File: src/rtl/video_sync_gen_if.sv
// Raster timing bundle carried from the sync generator to downstream pixel/sprite stages.
// The generator drives it through the master modport and consumers read it through the slave modport.
interface video_sync_gen_if #(
    parameter int unsigned CNT_W = 9
);
    logic             pix_en;
    logic [CNT_W-1:0] hpos;
    logic [CNT_W-1:0] vpos;
    logic             hsync;
    logic             vsync;
    logic             display_on;
    logic             line_start;
    logic             frame_start;
    logic [7:0]       frame_count;

    modport master (
        output pix_en,
        output hpos,
        output vpos,
        output hsync,
        output vsync,
        output display_on,
        output line_start,
        output frame_start,
        output frame_count
    );

    modport slave (
        input pix_en,
        input hpos,
        input vpos,
        input hsync,
        input vsync,
        input display_on,
        input line_start,
        input frame_start,
        input frame_count
    );
endinterface

File: src/rtl/video_sync_gen.sv
// Raster timing generator: beam position, glitch-free sync, active-area flag,
// line/frame pulses and a frame counter, advanced once per pixel tick.
module video_sync_gen #(
    parameter int unsigned H_DISPLAY = 256,
    parameter int unsigned H_FRONT   = 7,
    parameter int unsigned H_SYNC    = 23,
    parameter int unsigned H_BACK    = 23,
    parameter int unsigned V_DISPLAY = 240,
    parameter int unsigned V_BOTTOM  = 14,
    parameter int unsigned V_SYNC    = 3,
    parameter int unsigned V_TOP     = 5,
    parameter bit          SYNC_POL  = 1'b1,
    parameter int unsigned CLK_DIV   = 1,
    parameter int unsigned CNT_W     = 9
) (
    input  logic                 clk,
    input  logic                 reset,
    video_sync_gen_if.master     vid
);

    localparam int unsigned H_TOTAL = H_DISPLAY + H_FRONT + H_SYNC + H_BACK;
    localparam int unsigned V_TOTAL = V_DISPLAY + V_BOTTOM + V_SYNC + V_TOP;
    localparam int unsigned DIV_W   = (CLK_DIV > 1) ? $clog2(CLK_DIV) : 1;

    localparam logic [DIV_W-1:0] DIV_LAST = DIV_W'(CLK_DIV - 1);
    localparam logic [CNT_W-1:0] H_LAST   = CNT_W'(H_TOTAL - 1);
    localparam logic [CNT_W-1:0] V_LAST   = CNT_W'(V_TOTAL - 1);
    localparam logic [CNT_W-1:0] H_ACT    = CNT_W'(H_DISPLAY);
    localparam logic [CNT_W-1:0] V_ACT    = CNT_W'(V_DISPLAY);

    // Sync windows are inclusive [start, end].
    localparam logic [CNT_W-1:0] H_SYNC_START = CNT_W'(H_DISPLAY + H_FRONT);
    localparam logic [CNT_W-1:0] H_SYNC_END   = CNT_W'(H_DISPLAY + H_FRONT + H_SYNC - 1);
    localparam logic [CNT_W-1:0] V_SYNC_START = CNT_W'(V_DISPLAY + V_BOTTOM);
    localparam logic [CNT_W-1:0] V_SYNC_END   = CNT_W'(V_DISPLAY + V_BOTTOM + V_SYNC - 1);

    logic [DIV_W-1:0] div_q, div_d;
    logic [CNT_W-1:0] hpos_q, hpos_d;
    logic [CNT_W-1:0] vpos_q, vpos_d;
    logic             hsync_q, hsync_d;
    logic             vsync_q, vsync_d;
    logic             line_start_q;
    logic             frame_start_q;
    logic [7:0]       frame_count_q;
    logic             pix_en;
    logic             h_wrap;
    logic             v_wrap;

    always_comb begin
        pix_en = (div_q == DIV_LAST);
        div_d  = pix_en ? '0 : div_q + DIV_W'(1);
        h_wrap = pix_en && (hpos_q == H_LAST);
        v_wrap = h_wrap && (vpos_q == V_LAST);

        hpos_d = hpos_q;
        vpos_d = vpos_q;
        if (pix_en) begin
            hpos_d = h_wrap ? '0 : hpos_q + CNT_W'(1);
        end
        if (h_wrap) begin
            vpos_d = v_wrap ? '0 : vpos_q + CNT_W'(1);
        end

        // Decoded from the next-state position so the registered sync lines up with hpos/vpos.
        hsync_d = ((hpos_d >= H_SYNC_START) && (hpos_d <= H_SYNC_END)) ? SYNC_POL : !SYNC_POL;
        vsync_d = ((vpos_d >= V_SYNC_START) && (vpos_d <= V_SYNC_END)) ? SYNC_POL : !SYNC_POL;
    end

    always_ff @(posedge clk) begin
        if (reset) begin
            div_q         <= '0;
            hpos_q        <= '0;
            vpos_q        <= '0;
            hsync_q       <= !SYNC_POL;
            vsync_q       <= !SYNC_POL;
            line_start_q  <= 1'b0;
            frame_start_q <= 1'b0;
            frame_count_q <= 8'd0;
        end else begin
            div_q         <= div_d;
            hpos_q        <= hpos_d;
            vpos_q        <= vpos_d;
            hsync_q       <= hsync_d;
            vsync_q       <= vsync_d;
            line_start_q  <= h_wrap;
            frame_start_q <= v_wrap;
            if (v_wrap) begin
                frame_count_q <= frame_count_q + 8'd1;
            end
        end
    end

    assign vid.pix_en      = pix_en;
    assign vid.hpos        = hpos_q;
    assign vid.vpos        = vpos_q;
    assign vid.hsync       = hsync_q;
    assign vid.vsync       = vsync_q;
    assign vid.display_on  = (hpos_q < H_ACT) && (vpos_q < V_ACT) && !reset;
    assign vid.line_start  = line_start_q;
    assign vid.frame_start = frame_start_q;
    assign vid.frame_count = frame_count_q;

endmodule

File: src/flat_wrapper.sv
// flat-port wrapper written by rule: the top's interface ports become plain ports
module video_sync_gen_flat 
#(
    parameter int unsigned H_DISPLAY = 256,
    parameter int unsigned H_FRONT   = 7,
    parameter int unsigned H_SYNC    = 23,
    parameter int unsigned H_BACK    = 23,
    parameter int unsigned V_DISPLAY = 240,
    parameter int unsigned V_BOTTOM  = 14,
    parameter int unsigned V_SYNC    = 3,
    parameter int unsigned V_TOP     = 5,
    parameter bit          SYNC_POL  = 1'b1,
    parameter int unsigned CLK_DIV   = 1,
    parameter int unsigned CNT_W     = 9
)
  (clk, reset, vid_pix_en, vid_hpos, vid_vpos, vid_hsync, vid_vsync, vid_display_on, vid_line_start, vid_frame_start, vid_frame_count);
  video_sync_gen_if #(.CNT_W(CNT_W)) vid_i ();
  input  logic clk;
  input  logic reset;
  output wire logic [$bits(vid_i.pix_en)-1:0] vid_pix_en;
  output wire logic [$bits(vid_i.hpos)-1:0] vid_hpos;
  output wire logic [$bits(vid_i.vpos)-1:0] vid_vpos;
  output wire logic [$bits(vid_i.hsync)-1:0] vid_hsync;
  output wire logic [$bits(vid_i.vsync)-1:0] vid_vsync;
  output wire logic [$bits(vid_i.display_on)-1:0] vid_display_on;
  output wire logic [$bits(vid_i.line_start)-1:0] vid_line_start;
  output wire logic [$bits(vid_i.frame_start)-1:0] vid_frame_start;
  output wire logic [$bits(vid_i.frame_count)-1:0] vid_frame_count;
  assign vid_pix_en = vid_i.pix_en;
  assign vid_hpos = vid_i.hpos;
  assign vid_vpos = vid_i.vpos;
  assign vid_hsync = vid_i.hsync;
  assign vid_vsync = vid_i.vsync;
  assign vid_display_on = vid_i.display_on;
  assign vid_line_start = vid_i.line_start;
  assign vid_frame_start = vid_i.frame_start;
  assign vid_frame_count = vid_i.frame_count;
  video_sync_gen #(.H_DISPLAY(H_DISPLAY), .H_FRONT(H_FRONT), .H_SYNC(H_SYNC), .H_BACK(H_BACK), .V_DISPLAY(V_DISPLAY), .V_BOTTOM(V_BOTTOM), .V_SYNC(V_SYNC), .V_TOP(V_TOP), .SYNC_POL(SYNC_POL), .CLK_DIV(CLK_DIV), .CNT_W(CNT_W)) u_core (.clk(clk), .reset(reset), .vid(vid_i));
endmodule
File: config.mk
export PLATFORM = sky130hd
export DESIGN_NAME = video_sync_gen_flat
export DESIGN_NICKNAME = d
export VERILOG_FILES = /design/src/rtl/video_sync_gen_if.sv /design/src/rtl/video_sync_gen.sv /design/src/flat_wrapper.sv
export SDC_FILE = /design/constraint.sdc
export NUM_CORES = 1
export LEC_CHECK = 0
export ABC_AREA = 0
export CAP_MARGIN = 20
export CORE_AREA = 2 2 53 80
export DETAILED_ROUTE_END_ITERATION = 8
export DIE_AREA = 0 0 55 82
export GPL_ROUTABILITY_DRIVEN = 0
export PLACE_DENSITY = 0.78
export RECOVER_POWER = 100
export SETUP_SLACK_MARGIN = 0.1
export SYNTH_ARGS = -nofsm -noshare
export SYNTH_HDL_FRONTEND = slang
export SYNTH_SLANG_ARGS = --single-unit
File: constraint.sdc
create_clock -name clk -period 2.1 [get_ports clk]
set_clock_uncertainty 0.15 [all_clocks]
set_input_delay 0.42 -clock clk [delete_from_list [all_inputs] [get_ports clk]]
set_output_delay 0.42 -clock clk [all_outputs]
set_load 0.05 [all_outputs]
==> flow_metrics.tcl, run 1 <==
set metrics [dict create \
    hold_path_class "reg -> reg" \
    tritoncts "done" \
    area_delta_synth_final_pct 42.7 \
    fin_crit_sh 1.06 \
    viasPerCell 5.62 \
    path_max_fanout 5 \
    cts_buffers 5 \
    syn_inst 202 \
    drc 0 \
    netlist_area_sq_mm 0.00170 \
    grt_pass1_vias 1641 \
    die_y_um 82 \
    drv_slew 0 \
    power_w 0.00115 \
    clk_latency_ns 0.28 \
    synth.area.top_cells "dfxtp_1, xnor2_1, nor2_1" \
    r2r-start "u_core.vid.vpos[7]" \
    vdd_drop_max_v 0.000367 \
    antenna_cells 0 \
    grt_max_degree 31 \
    finalSetupViolCount 9 \
    setup_tns_ns -0.537 \
    grt_overflow 0 \
    min-delay-start "u_core.vid.frame_count[7]" \
    die_w_um 55 \
    antenna_found_initial 0 \
    dp_slack_ns -0.119 \
    reg2reg_to "u_core.vid.frame_count[6]" \
    setup_ws_ns -0.126 \
    drtIter0Drc 58 \
    slew_headroom 0.583 \
    core_area_sq_mm 0.00385 \
    final_util 0.630 \
    pwr-share-seq 0.509 \
    crit_path_end_kind "flop" \
    power_density_mw_per_mm2 473 \
    detail-route-antenna-nets 0 \
    fin_crit_ns 2.23 \
    dpl.hpwl_mm 3.10 \
    max-clock-path-buffers 2 \
    rr_worst_depth 6 \
    yosysWarnings 0 \
    crit_family "simple AND/OR/NAND/NOR gates" \
    cts.clk_slew.worst_paths_ns 0.06 \
    clockPowerShare 0.427 \
    htreeDepth 2 \
    synth.net_count 209 \
    num_vias 1748 \
    synthArstFlopShare 0 \
    yosysSeqAreaShare 0.365 \
    p_leak_nw 0.895 \
    grt_use_total 0.215 \
    syn_avg_cell_area_sq_um 8.42 \
    avgRoutedWirePerCell_um 15.0 \
    initial_core_util 0.442 \
    worst-setup-path-type "reg -> reg" \
    grt_pass1_wl_mm 7.06 \
    cp_slowest_cell "or4b_4" \
    clock-sinks 31 \
    worst-r2r-setup-slack_ns -0.13 \
    finalHoldViolCount 0 \
    drive_gt1_frac 0.320 \
    dieArea_sq_mm 0.00451 \
    critical_path.max_stage_delay_ns 0.54 \
    nets 272 \
    internal-power_w 0.000870 \
    ys_ff_latch 31 \
    crit_buf_inv 0 \
    violations "negative setup slack" \
    num_rows 28 \
    p_comb_frac 0.064 \
    io_buffers 33 \
    firstDrtPassIters 4 \
    cp.arrival_ns 2.24 \
    synthDominantCellAreaShare 0.365 \
    worstPathRequired_ns 2.11 \
    min_to "u_core.vid.frame_count[7]" \
    power_switching_share 0.242 \
    io-pin-count 34 \
    synth-edff-count 0 \
    synthFlopType "dfxtp_1" \
    worst_pin_slew_ns 0.628 \
    netSwitchingPower_w 0.000278 \
    cp_cell_sequence "or4b_4 -> nor4_4 -> nand4_1 -> nor3_2 -> xnor2_1 -> nor2_1" \
    critPathLaunchType "flop" \
    maxCapViolCount 0 \
    clock.fmax_mhz 449 \
    clock-root-buffer "clkbuf_8" \
    holdBufCountCts 0 \
    min_delay_path_depth 2 \
    drt_wl_total_mm 4.65 \
    yosys.area.top_type "dfxtp_1" \
    synth_cell_types 47 \
    status "finished, violations left" \
    rsz0062_at_grt "yes" \
]
[state kept, by name, summed over array words and instances (netlist names)]
name                    count
u_core.div_q                1
u_core.vid.frame_count      8
u_core.vid.frame_start      1
u_core.vid.hpos             9
u_core.vid.hsync            1
u_core.vid.line_start       1
u_core.vid.vpos             9
u_core.vid.vsync            1
[stage by stage]
stage | instances | cell area (sq um) | hold slack (ns)
floorplan | 202 | 1780 | 0.350
global placement | 296 | 2260 | 0.344
detailed placement | 296 | 2260 | 0.349
CTS | 305 | 2380 | 0.364
global route | 311 | 2430 | 0.384
finish | 311 | 2430 | 0.371
[synth_stat cells (all sizes together) (3+ instances only)]
cell    instances
a21oi           4
buf             5
clkbuf          7
dfxtp          31
ha              5
inv             6
mux2i           3
nand2          15
nand2b          5
nand3           7
nand4           8
nand4b          4
nor2           23
nor2b           3
nor3           18
nor4            4
o21ai           4
xnor2          12
xor2            9
[cell type report]
cell class              count  area (sq um)
fillers                   358          1430
well taps                  45          56.3
clock buffers               7          86.3
clock inverters             1          5.00
flip-flops and latches     31           666
inverters                   6          27.5
repair buffers             68           460
multi-input cells         153          1130
[repair_timing]
action	in CTS	in global routing
resized for setup	7	25
endpoints found under the setup margin	12	19
buffers inserted	1	6
pin swaps	4	15
[power by group through the flow]
stage	Combinational [W]	Clock, W	Sequential (W)
floorplan	0.0000330	0	0.000610
global placement	0.0000706	0	0.000597
detailed placement	0.0000716	0	0.000597
CTS	0.0000718	0.000499	0.000584
global route	0.0000793	0.000520	0.000585
finish	0.0000735	0.000491	0.000584
[worst min-delay path: stages, from the launching register on]
cell     delay (ns)
dfxtp_1        0.35
xnor2_1        0.07
nor2_1         0.07
[how the worst max path moves through the flow]
| stage | cells past startpoint | slack, ns | end | from |
|---|---|---|---|---|
| 3_5_place_dp | 10 | -0.12 | u_core.vid.vsync | u_core.vid.hpos[1] |
| 3_3_place_gp | 10 | -0.1 | u_core.vid.vsync | u_core.vid.hpos[0] |
| 6_report | 6 | -0.13 | u_core.vid.frame_count[6] | u_core.vid.vpos[7] |
| 4_1_cts | 6 | -0.08 | u_core.vid.frame_count[6] | u_core.vid.vpos[7] |
| 5_1_grt | 6 | -0.24 | u_core.vid.frame_count[6] | u_core.vid.vpos[7] |
| 2_1_floorplan | 7 | -0.16 | u_core.vid.frame_count[6] | u_core.vid.vpos[4] |
[cells in the final DEF, fill, tap and decap left out, drive strengths merged, types with 2 or more instances in the layout]
master          n
a21oi           4
and2            2
buf            34
clkbuf         34
clkdlybuf4s50   5
dfxtp          31
dlygate4sd2     2
ha              5
inv             6
mux2i           3
nand2          15
nand2b          5
nand3           7
nand3b          2
nand4           8
nand4b          4
nor2           23
nor2b           3
nor3           18
nor3b           2
nor4            4
o21ai           4
o22ai           2
o31ai           2
or2             2
or3             2
or4             2
xnor2          12
xor2            9
[metal layers]
metal	global-route usage	part of all wire
met1	0.209	0.37
met2	0.411	0.57
met3	0.0400	0.039
met4	0.102	0.024
met5	0	0
[kinds of logic (layout without fill, tap and decap cells)]
| group | count (synthesis) | in the layout | share of synthesized area |
|---|---|---|---|
| flip-flops | 31 | 31 | 0.365 |
| XOR/XNOR | 21 | 21 | 0.108 |
| buffers and inverters | 18 | 82 | 0.0500 |
| other | 1 | 1 | 0.00220 |
| AND/OR/NAND/NOR | 102 | 102 | 0.335 |
| adder cells (fa/ha/maj) | 5 | 5 | 0.0368 |
| multiplexers | 4 | 4 | 0.0243 |
| AO/OA/AOI/OAI | 20 | 20 | 0.0787 |
(Power assumes the default switching activity.)
==> run 2, diff against run 1 <==
--- a/constraint.sdc
+++ b/constraint.sdc
@@ -3,3 +3,3 @@
 set_input_delay 0.42 -clock clk [delete_from_list [all_inputs] [get_ports clk]]
 set_output_delay 0.42 -clock clk [all_outputs]
-set_load 0.05 [all_outputs]
+set_load 0.02 [all_outputs]
==> flow_metrics.tcl, run 2 (synthesis results as in run 1) <==
set metrics [dict create \
    antenna_found_initial 0 \
    die_w_um 55 \
    tritoncts "done" \
    clock-sinks 31 \
    rsz0062_at_grt "yes" \
    seq_area_sq_um 642 \
    cp-endpoint "u_core.vid.vsync" \
    final_util 0.696 \
    met3_length_um 151 \
    grt_max_degree 31 \
    dp_slack_ns -0.254 \
    worstPathRequired_ns 2.15 \
    vdd_drop_max_v 0.000498 \
    hold_path_class "reg -> reg" \
    dpl.hpwl_mm 3.09 \
    clock-root-buffer "clkbuf_8" \
    dpl_cell_area_sq_mm 0.00234 \
    grt_pass1_wl_mm 6.98 \
    max-clock-path-buffers 2 \
    critPathLaunch "u_core.vid.hpos[1]" \
    layout_common_cells "buf_4, clkdlybuf4s50_1, nor2_1, dfxtp_1, nand2_1" \
    drv_slew 0 \
    wl_met1_mm 1.78 \
    finalHoldViolCount 0 \
    fin_area_sq_mm 0.00268 \
    layout_commonest_cell "buf_4" \
    avgRoutedWirePerCell_um 14.5 \
    initial_core_util 0.442 \
    maxCapViolCount 0 \
    critPathLaunchType "flop" \
    cts.clk_slew.worst_paths_ns 0.07 \
    clock.fmax_mhz 451 \
    num-fill-cells 298 \
    finalSetupViolCount 5 \
    area_delta_synth_final_pct 57.6 \
    power_density_mw_per_mm2 447 \
    multi_input_area_sq_mm 0.00115 \
    drive_gt1_frac 0.349 \
    io-pin-count 34 \
    drtIter0Drc 53 \
    rr_worst_depth 8 \
    cts_buffers 5 \
    grt_use_total 0.217 \
    clk_latency_ns 0.29 \
    io_buffers 33 \
    routed.top_layer "met4" \
    status "finished, violations left" \
    grt_pass1_vias 1608 \
    hold-worst-slack_ns 0.376 \
    crit_path_end_kind "flop" \
    r2r-start "u_core.vid.hpos[1]" \
    grt_overflow 0 \
    worst-r2r-setup-slack_ns -0.12 \
    detail-route-antenna-nets 0 \
    path_max_fanout 4 \
    worst-setup-path-type "reg -> reg" \
    firstDrtPassIters 4 \
    core_area_sq_mm 0.00385 \
    htreeDepth 2 \
    die_y_um 82 \
    fin_crit_ns 2.22 \
    fin_crit_sh 1.06 \
    viasPerCell 5.41 \
    reg2reg_to "u_core.vid.vsync" \
    num_rows 28 \
    num_vias 1746 \
    nets 284 \
    violations "negative setup slack" \
    p_leak_nw 1.13 \
    wl_met2_mm 2.61 \
    dieArea_sq_mm 0.00451 \
    drc 0 \
    antenna_cells 0 \
    cp.arrival_ns 2.26 \
    drt_wl_total_mm 4.68 \
    setup_ws_ns -0.119 \
]
-- run 2: cell types whose count changed in the layout (fill, tap and decap cells not counted), moves of 4 or more --
cell and change:
clkbuf_1 -27, dfxtp_1 +5, clkdlybuf4s50_1 +19, dfxtp_4 -7, dlymetal6s2s_1 +4, buf_4 +14
-- run 2: routing by layer --
metal,global-route usage,vias up
li1,-,862
met1,0.218,834
met2,0.395,41
met3,0.0527,9
met4,0.105,0
met5,0,-
-- run 2: timing repair --
action                     4_1_cts  5_1_grt
pin swaps                        6       11
setup endpoints to repair       15       19
hold buffers                     0        0
resized for setup               15       30
setup buffers                    6        6
-- run 2: worst max-delay path, cell delays in order, from the launching register on --
cell	delay (ns)
dfxtp_2	0.34
inv_2	0.07
ha_4	0.12
nand3b_1	0.12
or3_4	0.38
or4_4	0.49
a311oi_2	0.24
nand4_1	0.14
o41ai_2	0.07
-- run 2: final cells by class --
| cell class | count | share of cell area |
|---|---|---|
| clock buffer | 7 | 0.0359 |
| clock inverter | 1 | 0.00280 |
| inverter | 6 | 0.00933 |
| multi-input combinational | 153 | 0.430 |
| sequential | 31 | 0.239 |
| tap | 45 | 0.0210 |
| timing repair buffer | 80 | 0.262 |
-- run 2: power breakdown --
part | switching [W] | total (W) | internal (W) | leakage [nW]
clock | 0.000230 | 0.000527 | 0.000298 | 0.0505
sequential | 0.00000349 | 0.000593 | 0.000589 | 0.257
combinational | 0.0000409 | 0.0000796 | 0.0000387 | 0.821
-- run 2: worst min path at each step --
stage	from	to	slack, ns	cells past startpoint
finish	u_core.vid.frame_count[7]	u_core.vid.frame_count[7]	0.38	2
global route	u_core.vid.frame_count[7]	u_core.vid.frame_count[7]	0.41	2
CTS	u_core.vid.frame_count[7]	u_core.vid.frame_count[7]	0.38	2
detailed placement	u_core.vid.frame_count[7]	u_core.vid.frame_count[7]	0.36	2
global placement	u_core.vid.frame_count[7]	u_core.vid.frame_count[7]	0.34	2
floorplan	reset	u_core.vid.hpos[8]	0.35	1
-- run 2: metrics by stage --
stage               setup TNS, ns  instances  power, W
floorplan                  -0.323        202  0.000639
global placement           -0.538        303  0.000665
detailed placement         -0.705        303  0.000667
CTS                        -0.355        317   0.00120
global route                -1.12        323   0.00123
finish                     -0.477        323   0.00120
==> run 3, diff against run 2 <==
Settings changed: SKIP_CTS_REPAIR_TIMING set to 1, SLEW_MARGIN set to 20.
==> flow_metrics.tcl, run 3 (synthesis results as in run 1) <==
set metrics [dict create \
    initial_core_util 0.442 \
    grt_pass1_vias 1603 \
    setup_ws_ns -0.201 \
    cp_slowest_cell "or4b_4" \
    layout_commonest_cell "buf_4" \
    drt_wl_total_mm 4.66 \
    drv_slew 0 \
    tritoncts "done" \
    cp.arrival_ns 2.32 \
    cts.clk_slew.worst_paths_ns 0.07 \
    area_delta_synth_final_pct 57.3 \
    max-clock-path-buffers 2 \
    grtUsageMet1 0.215 \
    fin_area_sq_mm 0.00268 \
    antenna_found_initial 0 \
    min_to "u_core.vid.frame_count[7]" \
    clock-sinks 31 \
    internal-power_w 0.000921 \
    rr_worst_depth 7 \
    met3_usage 0.0582 \
    detail-route-antenna-nets 0 \
    clock-root-buffer "clkbuf_8" \
    maxCapViolCount 0 \
    dieArea_sq_mm 0.00451 \
    grt_overflow 0 \
    cp_cell_sequence "or4b_4 -> nor4_4 -> nand4_1 -> buf_6 -> nor3_4 -> xnor2_2 -> nor2_1" \
    min-delay-start "u_core.vid.frame_count[7]" \
    dp_cells 303 \
    nets 281 \
    num_rows 28 \
    drive_gt1_frac 0.335 \
    r2r-start "u_core.vid.vpos[7]" \
    violations "negative setup slack" \
    critical_path.max_stage_delay_ns 0.54 \
    grt_max_degree 31 \
    grt_use_total 0.214 \
    p_comb_frac 0.061 \
    io-pin-count 34 \
    clockPowerShare 0.442 \
    drc 0 \
    layout_common_cells "buf_4, clkdlybuf4s50_1, nor2_1" \
    viasPerCell 5.43 \
    power_density_mw_per_mm2 446 \
    finalSetupViolCount 11 \
    die_y_um 82 \
    io_buffers 33 \
    fin_crit_sh 1.10 \
    antenna_cells 0 \
    fin_crit_ns 2.30 \
    num_vias 1739 \
    clk_latency_ns 0.29 \
    busiest_layer "met2" \
    pwr-share-seq 0.497 \
    worst-r2r-setup-slack_ns -0.20 \
    seq_area_sq_um 643 \
    avgRoutedWirePerCell_um 14.6 \
    critPathLaunchType "flop" \
    path_max_fanout 5 \
    worstPathRequired_ns 2.12 \
    hold-worst-slack_ns 0.375 \
    htreeDepth 2 \
    power_switching_share 0.228 \
    die_w_um 55 \
    cts_buffers 5 \
    status "finished, violations left" \
    firstDrtPassIters 4 \
    instances_no_fill 320 \
    crit_buf_inv 1 \
    min_delay_path_depth 2 \
    worst-setup-path-type "reg -> reg" \
    num-fill-cells 300 \
    grt_pass1_wl_mm 6.91 \
    p_leak_nw 1.17 \
    finalHoldViolCount 0 \
    crit_path_end_kind "flop" \
    multi_input_area_sq_mm 0.00116 \
    reg2reg_to "u_core.vid.frame_count[6]" \
    crit_family "simple AND/OR/NAND/NOR gates" \
    dpl_cell_area_sq_mm 0.00234 \
    vdd_drop_max_v 0.000489 \
    hold_path_class "reg -> reg" \
    drtIter0Drc 55 \
    core_area_sq_mm 0.00385 \
    netSwitchingPower_w 0.000272 \
    dpl.hpwl_mm 3.09 \
    clock.fmax_mhz 435 \
    rsz0062_at_grt "yes" \
    met2_usage 0.382 \
]
[run 3: cell count changes in the layout (fill, tap and decap cells not counted), sizes merged]
cell / delta
dlymetal6s2s: +4
clkbuf: +3
buf: -6
dlygate4sd2: -4
[run 3: cell type report]
cell class | instances | area share
clock buffer | 7 | 0.0360
tap | 45 | 0.0210
sequential | 31 | 0.240
timing repair buffer | 77 | 0.258
multi-input combinational | 153 | 0.432
inverter | 6 | 0.00935
clock inverter | 1 | 0.00281
[run 3: per-layer routing]
layer,up-vias,wire (um)
li1,851,-
met1,832,1770
met2,44,2610
met3,12,142
met4,0,140
met5,-,0
[run 3: worst max path at each step]
stage | start | endpoint | slack [ns] | cells after the start
after floorplan | u_core.vid.hpos[6] | u_core.vid.vsync | -0.07 | 7
after global placement | reset | vid_display_on | -0.27 | 4
after detailed placement | reset | vid_display_on | -0.25 | 4
after CTS | reset | vid_display_on | -0.26 | 4
after global routing | u_core.vid.hpos[1] | u_core.vid.frame_count[3] | -0.29 | 10
final | u_core.vid.vpos[7] | u_core.vid.frame_count[6] | -0.20 | 7
[run 3: tightest hold or removal path, stage by stage (launching register included)]
cell and delay [ns]:
dfxtp_1 0.35, xnor2_1 0.07, nor2_1 0.07
[run 3: metrics by stage]
step | total power, W | TNS, ns | util | setup WS, ns
floorplan | 0.000639 | -0.323 | - | -0.0707
finish | 0.00119 | -1.15 | 0.694 | -0.201
CTS | 0.00119 | -0.814 | 0.635 | -0.256
global placement | 0.000665 | -0.538 | 0.608 | -0.268
global route | 0.00122 | -2.38 | 0.694 | -0.295
detailed placement | 0.000667 | -0.705 | 0.608 | -0.254
[run 3: power by group through the flow]
stage	Combinational (W)	Clock (W)	Sequential (W)
finish	0.0000731	0.000527	0.000593
global route	0.0000795	0.000550	0.000593
CTS	0.0000640	0.000537	0.000591
detailed placement	0.0000624	0	0.000605
global placement	0.0000610	0	0.000605
floorplan	0.0000286	0	0.000610
